<file path="src/rtl/health_mon.sv">
// Online health tests (repetition count + adaptive proportion) on DIN[0], with a one-cycle forwarding register.
// Optional HEALTH_GATE_EN: suppress EN from the first failing sample onward until reset.
module health_mon #(
  parameter int unsigned RCT_CUTOFF = 32,
  parameter int unsigned APT_WINDOW = 1024,
  parameter int unsigned APT_CUTOFF = 589
) (
  input  logic       CLK,
  input  logic       RST,
  input  logic [7:0] DIN,
  input  logic       WE,
  output logic [7:0] DOUT,
  output logic       EN,
  output logic       RCT_FAIL,
  output logic       APT_FAIL,
  output logic       ALARM
);

  localparam int unsigned RW = $clog2(RCT_CUTOFF + 1);
  localparam int unsigned AW = $clog2(APT_WINDOW + 1);
  localparam logic [RW-1:0] RCT_MAX = RW'(RCT_CUTOFF);
  localparam logic [AW-1:0] APT_WIN = AW'(APT_WINDOW);
  localparam logic [AW-1:0] APT_MAX = AW'(APT_CUTOFF);

  typedef enum logic {APT_IDLE, APT_ACTIVE} apt_state_e;

  apt_state_e    state_q, state_d;
  logic [7:0]    dout_q, dout_d;
  logic          en_q, en_d;
  logic          rct_fail_q, rct_fail_d;
  logic          apt_fail_q, apt_fail_d;
  logic          alarm_q, alarm_d;
  logic [RW-1:0] run_q, run_d;
  logic          last_q, last_d;
  logic [AW-1:0] match_q, match_d;
  logic [AW-1:0] idx_q, idx_d;
  logic          ref_q, ref_d;
  logic          smp;

  assign smp = DIN[0];

  always_comb begin
    state_d    = state_q;
    dout_d     = dout_q;
    rct_fail_d = rct_fail_q;
    apt_fail_d = apt_fail_q;
    run_d      = run_q;
    last_d     = last_q;
    match_d    = match_q;
    idx_d      = idx_q;
    ref_d      = ref_q;
    if (WE) begin
      dout_d = DIN;
      // run_q == 0 only before the first sample after reset
      if (run_q == '0 || smp != last_q) begin
        run_d  = RW'(1);
        last_d = smp;
      end else if (run_q < RCT_MAX) begin
        run_d = run_q + RW'(1);
      end
      if (run_d == RCT_MAX) rct_fail_d = 1'b1;

      if (state_q == APT_IDLE) begin
        ref_d   = smp;
        match_d = AW'(1);
        idx_d   = AW'(1);
      end else begin
        idx_d = idx_q + AW'(1);
        if (smp == ref_q) match_d = match_q + AW'(1);
      end
      state_d = (idx_d == APT_WIN) ? APT_IDLE : APT_ACTIVE;
      if (match_d == APT_MAX) apt_fail_d = 1'b1;
    end
    alarm_d = rct_fail_d | apt_fail_d;
`ifdef HEALTH_GATE_EN
    en_d = WE & ~(rct_fail_d | apt_fail_d);
`else
    en_d = WE;
`endif
  end

  always_ff @(posedge CLK) begin
    if (RST) begin
      state_q    <= APT_IDLE;
      dout_q     <= '0;
      en_q       <= 1'b0;
      rct_fail_q <= 1'b0;
      apt_fail_q <= 1'b0;
      alarm_q    <= 1'b0;
      run_q      <= '0;
      last_q     <= 1'b0;
      match_q    <= '0;
      idx_q      <= '0;
      ref_q      <= 1'b0;
    end else begin
      state_q    <= state_d;
      dout_q     <= dout_d;
      en_q       <= en_d;
      rct_fail_q <= rct_fail_d;
      apt_fail_q <= apt_fail_d;
      alarm_q    <= alarm_d;
      run_q      <= run_d;
      last_q     <= last_d;
      match_q    <= match_d;
      idx_q      <= idx_d;
      ref_q      <= ref_d;
    end
  end

  assign DOUT     = dout_q;
  assign EN       = en_q;
  assign RCT_FAIL = rct_fail_q;
  assign APT_FAIL = apt_fail_q;
  assign ALARM    = alarm_q;

endmodule
</file>
<file path="config.mk">
export PLATFORM = sky130hd
export DESIGN_NAME = health_mon
export DESIGN_NICKNAME = d
export VERILOG_FILES = /design/src/rtl/health_mon.sv
export SDC_FILE = /design/constraint.sdc
export NUM_CORES = 1
export LEC_CHECK = 0
export CORE_MARGIN = 2
export CORE_UTILIZATION = 34
export DETAILED_ROUTE_END_ITERATION = 12
export REMOVE_ABC_BUFFERS = 1
export SYNTH_ARGS = -nofsm -noshare
export SYNTH_HDL_FRONTEND = slang
export SYNTH_SLANG_ARGS = --single-unit
</file>
<file path="constraint.sdc">
create_clock -name CLK -period 4.5 [get_ports CLK]
set_clock_uncertainty 0.15 [all_clocks]
set_input_delay 0.9 -clock CLK [delete_from_list [all_inputs] [get_ports CLK]]
set_output_delay 0.9 -clock CLK [all_outputs]
set_load 0.02 [all_outputs]
</file>
# ---- Word level (Yosys, flattened, before mapping)
# Cells that the tools add are included.
dict set report op_classes {
  addsub 3
  magnitude_cmp 1
  eq_ne 5
  muxes 13
  bitwise_logic 2
  reduce_logical 4
}
# op count
set op_table {}
lappend op_table {{$mux 11} 5}
lappend op_table {{$add 11x1->11 const B} 2}
lappend op_table {{$mux 6} 3}
lappend op_table {{$eq 11x10->1 const B} 1}
lappend op_table {{$eq 11x11->1 const B} 1}
lappend op_table {{$add 6x1->6 const B} 1}
lappend op_table {{$eq 6x6->1 const B} 1}
lappend op_table {{$logic_not 6->1} 1}
lappend op_table {{$lt 6x6->1 const B} 1}
lappend op_table {{$mux 1} 5}
lappend op_table {{$reduce_and 2->1} 2}
lappend op_table {{$eq 1x1->1} 1}
lappend op_table {{$logic_or 1x1->1} 1}
lappend op_table {{$ne 1x1->1} 1}
lappend op_table {{$not 1->1} 1}
lappend op_table {{$or 1x1->1} 1}
dict set report word_totals {
  register_bits 43
  in_bits 11
  output_inout_bits 12
  word_cells 39
}

# ---- Longest topological paths before layout
dict set report depth {
  ltp_word 8
  ltp_mapped 7
  mapped_depth_nobuf 7
}

# ---- Worst setup path before layout
# No wires, ideal clock.
dict set report synth_path {
  kind {input -> register}
  start {in DIN[0]}
  end {reg match_q[10]}
  setup_ns 0.128
  arrival_time_ns 2.069
  required_ns 4.222
  slack_ns 2.153
  cell_stages 7
  path_buffers 2
  path_cell_list {buf_2 xor2_2 buf_4 nor4_2 o21ai_0 a22oi_1 nor2_1}
}
dict set report synth_between {
  elab_chain_len 4
}
# element line
set synth_lines {}
lappend synth_lines {{from (decl)} 10} ;# input logic [7:0] DIN,
lappend synth_lines {{$eq 1x1->1} 69} ;# if (smp == ref_q) match_d = match_q + AW'(1);
lappend synth_lines {{$mux 11} 69}
lappend synth_lines {{$mux 11} 63} ;# if (state_q == APT_IDLE) begin
lappend synth_lines {{$mux 11} 52} ;# if (WE) begin
lappend synth_lines {{to (signal assigned)} 104} ;# match_q <= match_d;
lappend synth_lines {{to (decl)} 35} ;# logic [AW-1:0] match_q, match_d;
# Every way passes these cells. The select of a mux whose other input is x is not followed.
# A chain may end at the register's enable or synchronous reset.

# ---- Final worst setup path
dict set report layout_path {
  start {in DIN[0]}
  end {reg apt_fail_q (netlist: APT_FAIL)}
}
dict set report layout_between {
  elab_chain_len 7
}
# element line
set layout_lines {}
lappend layout_lines {{$eq 1x1->1} 69}
lappend layout_lines {{$mux 11} 69}
lappend layout_lines {{$mux 11} 63}
lappend layout_lines {{$mux 11} 52}
lappend layout_lines {{$eq 11x10->1} 72} ;# if (match_d == APT_MAX) apt_fail_d = 1'b1;
lappend layout_lines {{$mux 1} 72}
lappend layout_lines {{$mux 1} 52}
lappend layout_lines {{to (signal assigned)} 100} ;# apt_fail_q <= apt_fail_d;
lappend layout_lines {{to (decl)} 31} ;# logic apt_fail_q, apt_fail_d;
# Every way passes these cells. The select of a mux whose other input is x is not followed.

==> results.py <==
metrics = {
    "logic_synthesis": {
        "syn_area_per_cell_sq_um": 8.07,
        "yosysTopAreaCell": "dfxtp_1",
        "synth_top_area_frac": 0.348,
        "netlist_area_sq_um": 2480,
        "ys_seq_area_frac": 0.348,
        "synth_most_common_cell": "dfxtp_1",
        "yosys_warnings": 0,
        "netlist_instances": 307,
        "ys.flop_type": "dfxtp_1",
        "yosysUniqueCellTypes": 59,
        "synth_enable_flop_cells": 0,
        "synth_area_leaders": "dfxtp_1, nor2_1, a21oi_1",
        "synthTopCellsByCount": "dfxtp_1, nor2_1, nand2_1, a21oi_1, o21ai_0",
        "synthArstFlopShare": 0,
        "synth-seq-cells": 43,
    },
    "floorplanning": {
        "rows": 31,
        "start_util": 0.347,
        "die_w_microns": 89.3,
        "core_area_sq_um": 7140,
        "dieHeight_microns": 89.3,
        "ioPinCount": 23,
        "die-area_sq_um": 7980,
    },
    "global_routing": {
        "grt_overflow_total": 0,
        "antenna_found_initial": 0,
        "busiest_layer": "met2",
        "grt_max_degree": 27,
        "grt_pass1_vias": 2027,
        "grt_pass1_wl_mm": 9.10,
        "gr-usage-met2": 0.237,
        "grtUsageTotal": 0.142,
        "met1_usage": 0.187,
        "grtUsageMet3": 0.0295,
    },
    "clock_network": {
        "post_cts_buffers": 0,
        "clk-insertion-delay-late_ps": 290,
        "cts.sink_count": 43,
        "cts_tree": "built",
        "cts_made_buffers": 5,
        "holdBufCountCts": 0,
        "htree_num_levels": 2,
        "path_clk_slew_ps": 80,
        "cts_resized": 0,
        "cts_buffer_depth": 2,
        "clock-root-buffer": "clkbuf_8",
    },
    "sta": {
        "relSlewSlack": 0.608,
        "hold_viol": 0,
        "fin_crit_sh": 0.600,
        "tightestPinTransition_ps": 587,
        "rsz0062_at_grt": "false",
        "setup_violations": 0,
        "post-route-min-period_ps": 2700,
        "fmax_mhz": 370,
        "final_max_slew_viol_count": 0,
        "tns_ps": 0,
    },
    "worst_setup_path": {
        "startpoint": "DIN[0]",
        "crit_type": "in2reg",
        "end_kind": "flip-flop",
        "crit_arrival_ps": 2770,
        "startpoint_type": "input pin",
        "path_max_fanout": 11,
        "worstReg2RegStart": "idx_q[0]",
        "crit_required_ps": 4570,
    },
    "layout": {
        "diodes": 0,
        "final_cells": 418,
        "areaGrowthSynthToFinish_pct": 15.6,
        "layout-drive-gt1-share": 0.0940,
        "fin_nets": 333,
    },
    "worst_hold_path": {
        "min-delay-start": "DOUT[0]",
        "hp-class": "reg2reg",
    },
    "power": {
        "power.internal_mw": 0.607,
        "power_leakage_nw": 1.03,
        "power_density_nw_per_um2": 281,
        "p_seq_frac": 0.500,
        "ir_drop_uv": 255,
        "switchingPower_mw": 0.197,
        "clkPwrFrac": 0.388,
        "power_frac_comb": 0.112,
        "switching_share": 0.245,
    },
    "outcome": {
        "status": "completed",
    },
    "drt": {
        "drc": 0,
        "via_count": 2162,
        "via_per_inst": 5.17,
        "wl_mm": 5.30,
        "firstDrtPassIters": 4,
        "antenna_left": 0,
        "dr.first_iter.drc_count": 58,
        "post_drt_wl_per_cell_microns": 12.7,
    },
    "flow_run": {
        "drv_cap": 0,
    },
    "placement": {
        "gp_congestion": 0.854,
        "port_buffers": 22,
        "placed_cells": 410,
        "dp_hpwl_mm": 3.63,
    },
}
## area by class of cell
| class | instances | area, sq um |
|---|---|---|
| clock buffers | 6 | 82.6 |
| clock inverters | 2 | 35.0 |
| fillers | 761 | 4280 |
| inverters | 11 | 41.3 |
| multi-input cells | 230 | 1460 |
| flip-flops and latches | 43 | 861 |
| well taps | 99 | 124 |
| repair buffers | 27 | 258 |
## path summary, 6_finish.rpt
path,depth (start not counted),slack [ps],endpoint
worst max register to register,6,2240,state_q
worst min-delay path,2,320,DOUT[0]
worst max-delay path,6,1800,APT_FAIL
worst min register to register,2,320,DOUT[0]
## worst max-delay path, stage by stage
cell	delay [ps]
clkdlybuf4s50_1	660
xor2_2	500
o21a_1	220
o221a_2	190
o2111ai_1	150
o21bai_1	150
## flip-flops by register name, indices dropped and copies added, names as in the netlist
name / flops
ALARM: 1
APT_FAIL: 1
DOUT: 8
EN: 1
RCT_FAIL: 1
idx_q: 11
last_q: 1
match_q: 11
ref_q: 1
run_q: 6
state_q: 1
## through the flow
stage | cell area [sq um] | setup WS (ps) | power, mW | hold WS (ps) | utilization
global route | 2860 | 1680 | 0.844 | 357 | 0.401
detailed placement | 2740 | 1470 | 0.501 | 310 | 0.384
global placement | 2740 | 1520 | 0.500 | 309 | 0.384
CTS | 2860 | 1790 | 0.819 | 325 | 0.401
finish | 2860 | 1800 | 0.804 | 322 | 0.401
floorplan | 2360 | 2180 | 0.455 | 323 | -
## kinds of logic after synthesis
group	Yosys count	synth area share
AO/OA/AOI/OAI	81	0.217
flip-flops	43	0.348
buffers and inverters	34	0.0627
adder cells (fa/ha/maj)	4	0.0202
AND/OR/NAND/NOR	125	0.269
multiplexers	10	0.0419
XOR/XNOR	10	0.0414
## per-layer routing
metal | wire (microns) | vias up | part of all wire
met5 | 0 | - | 0
li1 | - | 1127 | -
met2 | 2490 | 28 | 0.47
met4 | 26 | 0 | 0.0049
met3 | 143 | 2 | 0.027
met1 | 2640 | 1005 | 0.50
## power groups by stage
stage | sequential [mW] | clock [mW] | combinational (mW)
after global placement | 0.411 | 0 | 0.0896
final | 0.402 | 0.312 | 0.0897
after CTS | 0.402 | 0.326 | 0.0909
after floorplan | 0.413 | 0 | 0.0417
after detailed placement | 0.411 | 0 | 0.0905
after global routing | 0.404 | 0.341 | 0.0995
## cells in the final DEF, fill, tap and decap left out, types with 4 or more instances in the layout
cell,instances
clkdlybuf4s50_1,22
ha_1,4
inv_1,10
dfxtp_1,43
nand4_1,4
nand3_1,9
nor4_1,5
nor3_1,11
nand2_1,26
xnor2_1,5
clkbuf_8,6
mux2i_1,7
o21ai_0,19
nor3b_1,6
nor2_1,41
a21oi_1,23
buf_4,5
a22oi_1,11
a211oi_1,4
No activity file was read; power rests on OpenSTA's default activity.
